===== config.mk =====
export PLATFORM = sky130hd
export DESIGN_NAME = rv_instr_encoder_loader
export DESIGN_NICKNAME = d
export VERILOG_FILES = /design/src/rtl/rv_instr_encoder_loader.sv
export SDC_FILE = /design/constraint.sdc
export NUM_CORES = 1
export LEC_CHECK = 0
export ABC_AREA = 1
export ABC_CLOCK_PERIOD_IN_PS = 10800
export CAP_MARGIN = 20
export CORE_ASPECT_RATIO = 0.75
export CORE_MARGIN = 2
export CORE_UTILIZATION = 55
export CTS_BUF_LIST = sky130_fd_sc_hd__clkbuf_16
export CTS_CLUSTER_SIZE = 28
export DETAILED_ROUTE_END_ITERATION = 10
export PLACE_DENSITY = 0.87
export RECOVER_POWER = 50
export SLEW_MARGIN = 10
export SYNTH_ARGS = -nofsm -noshare
export SYNTH_HDL_FRONTEND = slang
export SYNTH_SLANG_ARGS = --single-unit

===== constraint.sdc =====
create_clock -name clk -period 10.8 [get_ports clk]
set_input_delay 2.16 -clock clk [delete_from_list [all_inputs] [get_ports clk]]
set_output_delay 2.16 -clock clk [all_outputs]
set_load 0.1 [all_outputs]

===== src/rtl/rv_instr_encoder_loader.sv =====
// Purpose: encodes decoded RV32I fields into instruction words and streams them into instruction memory.
// Latency: an entry accepted in cycle N presents its write (mem_we/addr/wdata) in cycle N+1.
// Backpressure: in_ready falls while a write is pending and mem_ready is low; the write is held until accepted.
module rv_instr_encoder_loader #(
    parameter int                ADDR_W    = 32,
    parameter logic [ADDR_W-1:0] BASE_ADDR = '0,
    parameter int                CNT_W     = 16
) (
    input  logic              clk,
    input  logic              reset,
    input  logic              start,
    input  logic [CNT_W-1:0]  num_words,
    input  logic              in_valid,
    output logic              in_ready,
    input  logic [3:0]        in_cls,
    input  logic [4:0]        in_rd,
    input  logic [4:0]        in_rs1,
    input  logic [4:0]        in_rs2,
    input  logic [2:0]        in_funct3,
    input  logic              in_funct7b5,
    input  logic [31:0]       in_imm,
    output logic              mem_we,
    output logic [ADDR_W-1:0] mem_addr,
    output logic [31:0]       mem_wdata,
    input  logic              mem_ready,
    output logic              busy,
    output logic              done,
    output logic              err,
    output logic [CNT_W-1:0]  err_cnt
);

    typedef enum logic [1:0] {IDLE, LOAD, DRAIN, DONE} state_t;

    state_t            state_q;
    logic [CNT_W-1:0]  nwords_q;
    logic [CNT_W-1:0]  acc_cnt_q;
    logic [CNT_W-1:0]  wr_cnt_q;
    logic              mem_we_q;
    logic [ADDR_W-1:0] mem_addr_q;
    logic [31:0]       mem_wdata_q;
    logic              done_q;
    logic              err_q;
    logic [CNT_W-1:0]  err_cnt_q;

    logic [31:0]       enc_word;
    logic              enc_ok;
    logic              fits12;
    logic              fits13;
    logic              fits21;
    logic              is_shift;
    logic              accept;
    logic              wr_done;
    logic [CNT_W-1:0]  acc_cnt_d;

    // Signed-range checks: every bit above the sign bit must equal the sign bit.
    assign fits12   = (&in_imm[31:11]) || (~|in_imm[31:11]);
    assign fits13   = (&in_imm[31:12]) || (~|in_imm[31:12]);
    assign fits21   = (&in_imm[31:20]) || (~|in_imm[31:20]);
    assign is_shift = (in_funct3 == 3'b001) || (in_funct3 == 3'b101);

    assign in_ready  = (state_q == LOAD) && (!mem_we_q || mem_ready);
    assign accept    = in_valid && in_ready;
    assign wr_done   = mem_we_q && mem_ready;
    assign acc_cnt_d = acc_cnt_q + CNT_W'(1);

    assign mem_we    = mem_we_q;
    assign mem_addr  = mem_addr_q;
    assign mem_wdata = mem_wdata_q;
    assign busy      = (state_q == LOAD) || (state_q == DRAIN);
    assign done      = done_q;
    assign err       = err_q;
    assign err_cnt   = err_cnt_q;

    // Assemble the instruction word for the presented class and decide whether it is legal.
    always_comb begin
        enc_word = '0;
        enc_ok   = 1'b0;
        case (in_cls)
            4'd0: begin
                enc_word = {in_imm[11:0], in_rs1, in_funct3, in_rd, 7'h03};
                enc_ok   = fits12;
            end
            4'd1: begin
                enc_word = {in_imm[11:5], in_rs2, in_rs1, in_funct3, in_imm[4:0], 7'h23};
                enc_ok   = fits12;
            end
            4'd2: begin
                enc_word = {1'b0, in_funct7b5, 5'b0, in_rs2, in_rs1, in_funct3, in_rd, 7'h33};
                enc_ok   = 1'b1;
            end
            4'd3: begin
                enc_word = {in_imm[12], in_imm[10:5], in_rs2, in_rs1, in_funct3,
                            in_imm[4:1], in_imm[11], 7'h63};
                enc_ok   = fits13 && !in_imm[0];
            end
            4'd4: begin
                if (is_shift) begin
                    enc_word = {1'b0, in_funct7b5, 5'b0, in_imm[4:0], in_rs1, in_funct3, in_rd, 7'h13};
                    enc_ok   = ~|in_imm[31:5];
                end else begin
                    enc_word = {in_imm[11:0], in_rs1, in_funct3, in_rd, 7'h13};
                    enc_ok   = fits12;
                end
            end
            4'd5: begin
                enc_word = {in_imm[20], in_imm[10:1], in_imm[11], in_imm[19:12], in_rd, 7'h6F};
                enc_ok   = fits21 && !in_imm[0];
            end
            4'd6: begin
                enc_word = {in_imm[11:0], in_rs1, 3'b000, in_rd, 7'h67};
                enc_ok   = fits12;
            end
            4'd7: begin
                enc_word = {in_imm[31:12], in_rd, 7'h37};
                enc_ok   = ~|in_imm[11:0];
            end
            4'd8: begin
                enc_word = {in_imm[31:12], in_rd, 7'h17};
                enc_ok   = ~|in_imm[11:0];
            end
            default: begin
                enc_word = '0;
                enc_ok   = 1'b0;
            end
        endcase
    end

    // Session FSM together with the registered write port and error bookkeeping.
    always_ff @(posedge clk or posedge reset) begin
        if (reset) begin
            state_q     <= IDLE;
            nwords_q    <= '0;
            acc_cnt_q   <= '0;
            wr_cnt_q    <= '0;
            mem_we_q    <= 1'b0;
            mem_addr_q  <= BASE_ADDR;
            mem_wdata_q <= '0;
            done_q      <= 1'b0;
            err_q       <= 1'b0;
            err_cnt_q   <= '0;
        end else begin
            done_q <= 1'b0;
            // A completed write frees the port; a new accept below may refill it in the same cycle.
            if (wr_done) begin
                mem_we_q <= 1'b0;
            end
            case (state_q)
                IDLE: begin
                    if (start) begin
                        err_q     <= 1'b0;
                        err_cnt_q <= '0;
                        acc_cnt_q <= '0;
                        wr_cnt_q  <= '0;
                        nwords_q  <= num_words;
                        state_q   <= (num_words == '0) ? DONE : LOAD;
                    end
                end
                LOAD: begin
                    if (accept) begin
                        acc_cnt_q <= acc_cnt_d;
                        if (enc_ok) begin
                            mem_we_q    <= 1'b1;
                            mem_addr_q  <= BASE_ADDR + (ADDR_W'(wr_cnt_q) << 2);
                            mem_wdata_q <= enc_word;
                            wr_cnt_q    <= wr_cnt_q + CNT_W'(1);
                        end else begin
                            err_q <= 1'b1;
                            if (err_cnt_q != '1) begin
                                err_cnt_q <= err_cnt_q + CNT_W'(1);
                            end
                        end
                        if (acc_cnt_d == nwords_q) begin
                            state_q <= DRAIN;
                        end
                    end
                end
                DRAIN: begin
                    if (!mem_we_q || wr_done) begin
                        state_q <= DONE;
                    end
                end
                DONE: begin
                    done_q  <= 1'b1;
                    state_q <= IDLE;
                end
                default: state_q <= IDLE;
            endcase
        end
    end

endmodule

# Yosys cells after proc, flatten, opt, wreduce, memory -nomap -nowiden
# Index checks and enable logic that the tools add are counted.
# totals
regBits	117
out_inout_bits	85
wordCells	104
# classes
addsub	3
eq_ne	22
n_mux	29
reduce_logical	40
# op_table
cell	n
case mux 32 bit (9 select lines)	1
two-way mux 16 bit	7
case mux 16 bit (2 select lines)	3
adder 16 x 1 -> 16 bit (second input constant)	3
two-way mux 32 bit	1
OR reduction 27 bit	1
OR reduction 12 bit	2
AND reduction 21 bit	1
OR reduction 21 bit	1
AND reduction 20 bit	1
OR reduction 20 bit	1
equality test 16 bit	1
equality test 4 x 3 -> 1 bit (second input constant)	4
zero test 16 bit	1
!= test 16 bit (second input constant)	1
AND reduction 12 bit	1
AND reduction 4 bit	3
two-way mux 2 bit	5
two-way mux 1 bit	9
equality test 4 x 2 -> 1 bit (second input constant)	2
!= test 2 bit (second input constant)	4
case mux 2 bit (4 select lines)	1
zero test 1 bit	7
logical OR 1 bit	7
other kinds (18)	26

# Longest topological paths before layout
# depth
word_depth	8
ltp_mapped	15
mapped_depth_nobuf	15

# Worst setup path before layout
# Ideal clock, no wire load.
# synth_timing
kind	input to output
startpoint	in mem_ready
endpoint	out in_ready
t_arrival_ns	3.591
t_required_ns	8.640
slack_ns	5.049
path_stages	4
n_path_buf	0
cell_sequence	inv_1 > nand2_1 > inv_1 > nor2_1
# synth_between
elab_chain_cells	2
# synth_lines
item	line	rtl
from (decl)	25	input logic mem_ready,
logical OR 1 bit	61	assign in_ready = (state_q == LOAD) && (!mem_we_q || mem_ready);
logical AND 1 bit	61	
to (decl)	14	output logic in_ready,
# No other way between the ends.

==> results.md <==
- Most frequent cells in the layout: nand2_1 (269), clkdlybuf4s50_1 (126), dfrtp_1 (116), inv_1 (94), nor2_1 (81)
- Fin nets: 1128
- Hold Path Depth: 2
- Number of synthesized flops with an enable pin: 0
- Largest net degree at the start of global routing: 84
- #FFs+latches synth: 116
- Drt total wl: 19200 µm
- Starting Density: 55.7%
- # diodes: 0
- Worst Max-Slew Pin Slew: 3.54 ns
- Total of max-cap violations: 2
- Wire length of the first global-routing pass: 31500 µm
- Outcome: finished with violations
- Setup violators final: 0
- Post-CTS Setup Inserts: 0
- Overall Global Routing Usage: 30.1%
- Crit start category: input port
- # IOs: 161
- CTS Root Buffer Type: clkbuf_16
- Layout cells sized above 1: 6.73%
- Die height: 100 µm
- TritonCTS clock tree: done
- Hold_ws: 0.475 ns
- Period utilization: 67.0%
- Die area: 13200 µm²
- Layout Area Growth over Synthesis: 30.4%
- Leakage Power: 4.07 nW
- Routed len/inst: 15.7 µm
- Distinct cells, synth: 46
- Number of fill cells in the layout: 966
- Final hold viol count: 0
- Clock insertion delay at the later pin of the skew report: 0.42 ns
- FMAX: 138 MHz
- Num CTS Buffers: 17
- Vias per cell: 5.51
- RSZ-0062 raised after global routing: no
- Commonest non-fill, non-tap cell in the layout: nand2_1
- Slew HR: -136%
- R2R depth: 13
- PnR Total Power: 2.12 mW
- Synth warnings: 0
- Clock Skew: 0.0126 ns
- Crit end category: asynchronous set/reset pin
- I/O Buffers: 144
- Critical path data required time: 10.51 ns
- CP max FO: 67
- Non-filler instance count after layout: 1221
- Site row count: 35
- Main synth FF type: dfrtp_1
- Die X: 132 µm
- # H-tree levels: 4
- Violated checks: max-capacitance violations, max-slew violations
- Initial antenna violation count: 0
- Period minus WS final: 7.24 ns
- Worst hold path type: flip-flop to flip-flop
- Pwr Density: 241 nW/µm²
- WP data arrival: 6.95 ns
- Fin Setup TNS: 0 ns
- Clk pin slew, worst setup/hold paths: 0.05 ns
- Core area: 12100 µm²
- Syn Area/Cell: 7.47 µm²
- Register area share after synthesis: 42.9%
- Residual DRC count: 0
- Pre-CTS WS: 4.61 ns
- Syn Inst Count: 905
- Critical path class: input port to asynchronous set/reset pin
- Initial DRT Pass Iterations: 5
- Cts repair resizes: 0
- Vias in the first global route: 6318
- Max clock buf depth: 2
- Share of flip-flops with an asynchronous set or reset: 100%
- Iter 0 DRT Violations: 570
- Post-CTS Hold Fix Bufs: 0
- Remaining global-route overflow: 0
- Final WS setup: 3.56 ns
- CTS sink count: 116
- Via count: 6728
- Post-route ant nets: 0
- Cell Area, Synth: 6760 µm²
- Fin. max-slew vios: 68
- Detailed Place HPWL: 13800 µm
- Worst VDD drop: 148 µV
- Gpl congestion: 0.919
- Post-placement cell count: 1190
## through the flow
step / util, % / instance area [µm²]
floorplan: - / 6820
global placement: 67.8 / 8230
detailed placement: 67.8 / 8230
CTS: 72.7 / 8820
global route: 72.7 / 8820
finish: 72.7 / 8820
## worst max-delay path, cell delays in order
cell and delay (ns):
dlygate4sd3_1 0.54, clkinvlp_2 0.87, clkbuf_1 0.76, clkbuf_1 2.55
## power breakdown
part / switching (mW) / total (mW) / internal [mW]
combinational: 0.689 / 0.932 / 0.243
clock: 0.197 / 0.576 / 0.379
sequential: 0.0816 / 0.616 / 0.535
total: 0.967 / 2.12 / 1.16
## synth_stat cells, types with 8 or more instances
master,count,share of area (%)
a21oi_1,27,2.0
nand2_1,269,15
xor2_1,10,1.3
nor2_1,81,4.5
mux2_2,11,1.8
o22ai_1,20,1.9
nand3b_1,12,1.3
nand3_1,40,3.0
ha_1,8,1.5
buf_2,13,0.96
dfrtp_1,116,43
nand4_1,30,2.8
o21ai_0,21,1.6
inv_2,11,0.61
buf_4,20,2.2
nor3_1,14,1.0
o21ai_1,51,3.8
inv_1,93,5.2
clkbuf_1,8,0.44
## state kept, by name, indices dropped and copies added, names as in the netlist
name	count
acc_cnt_q	16
done	1
err	1
err_cnt	16
mem_addr	16
mem_wdata	31
mem_we	1
nwords_q	16
state_q	2
wr_cnt_q	16
## path summary, 6_finish.rpt
| check | startpoint | endpoint | slack [ns] |
|---|---|---|---|
| max in group clk | mem_ready | in_ready | 4.53 |
| min in group asynchronous | reset | mem_wdata[1]$_DFFE_PP0P_ | 2.55 |
| worst min register to register | mem_addr[4]$_DFFE_PP0P_ | mem_addr[4]$_DFFE_PP0P_ | 0.47 |
| worst min-delay path | mem_addr[4]$_DFFE_PP0P_ | mem_addr[4]$_DFFE_PP0P_ | 0.47 |
| worst max register to register | state_q[1]$_DFFE_PP0P_ | wr_cnt_q[13]$_DFFE_PP0P_ | 7.49 |
| worst max-delay path | reset | mem_wdata[6]$_DFFE_PP0P_ | 3.56 |
## cell families after synthesis
kind of cell    count (synthesis)  synth area share (%)
flops                         116                  42.9
fa+ha+maj                       8                  1.48
compound gates                132                  10.8
mux                            11                  1.83
other cells                     1                0.0555
xor+xnor                       14                  1.81
buf+inv                       146                  9.57
simple gates                  477                  31.5
## cell type report
class	instances	area [µm²]	share of cell area (%)
flip-flops and latches	116	2900	32.9
repair buffers	147	1460	16.5
multi-input cells	658	3270	37.0
clock buffers	17	425	4.82
clock inverters	13	168	1.90
inverters	104	392	4.44
well taps	166	208	2.36
## metal layers
metal  global-route usage (%)  vias to the layer above  wire length [µm]
met3                     6.36                       40              1350
met5                        0                        -                 0
met1                     41.1                     3140              8620
li1                         -                     3231                 -
met4                     12.0                        0               511
met2                     47.6                      317              8740
No activity file was read; power rests on OpenSTA's default activity.
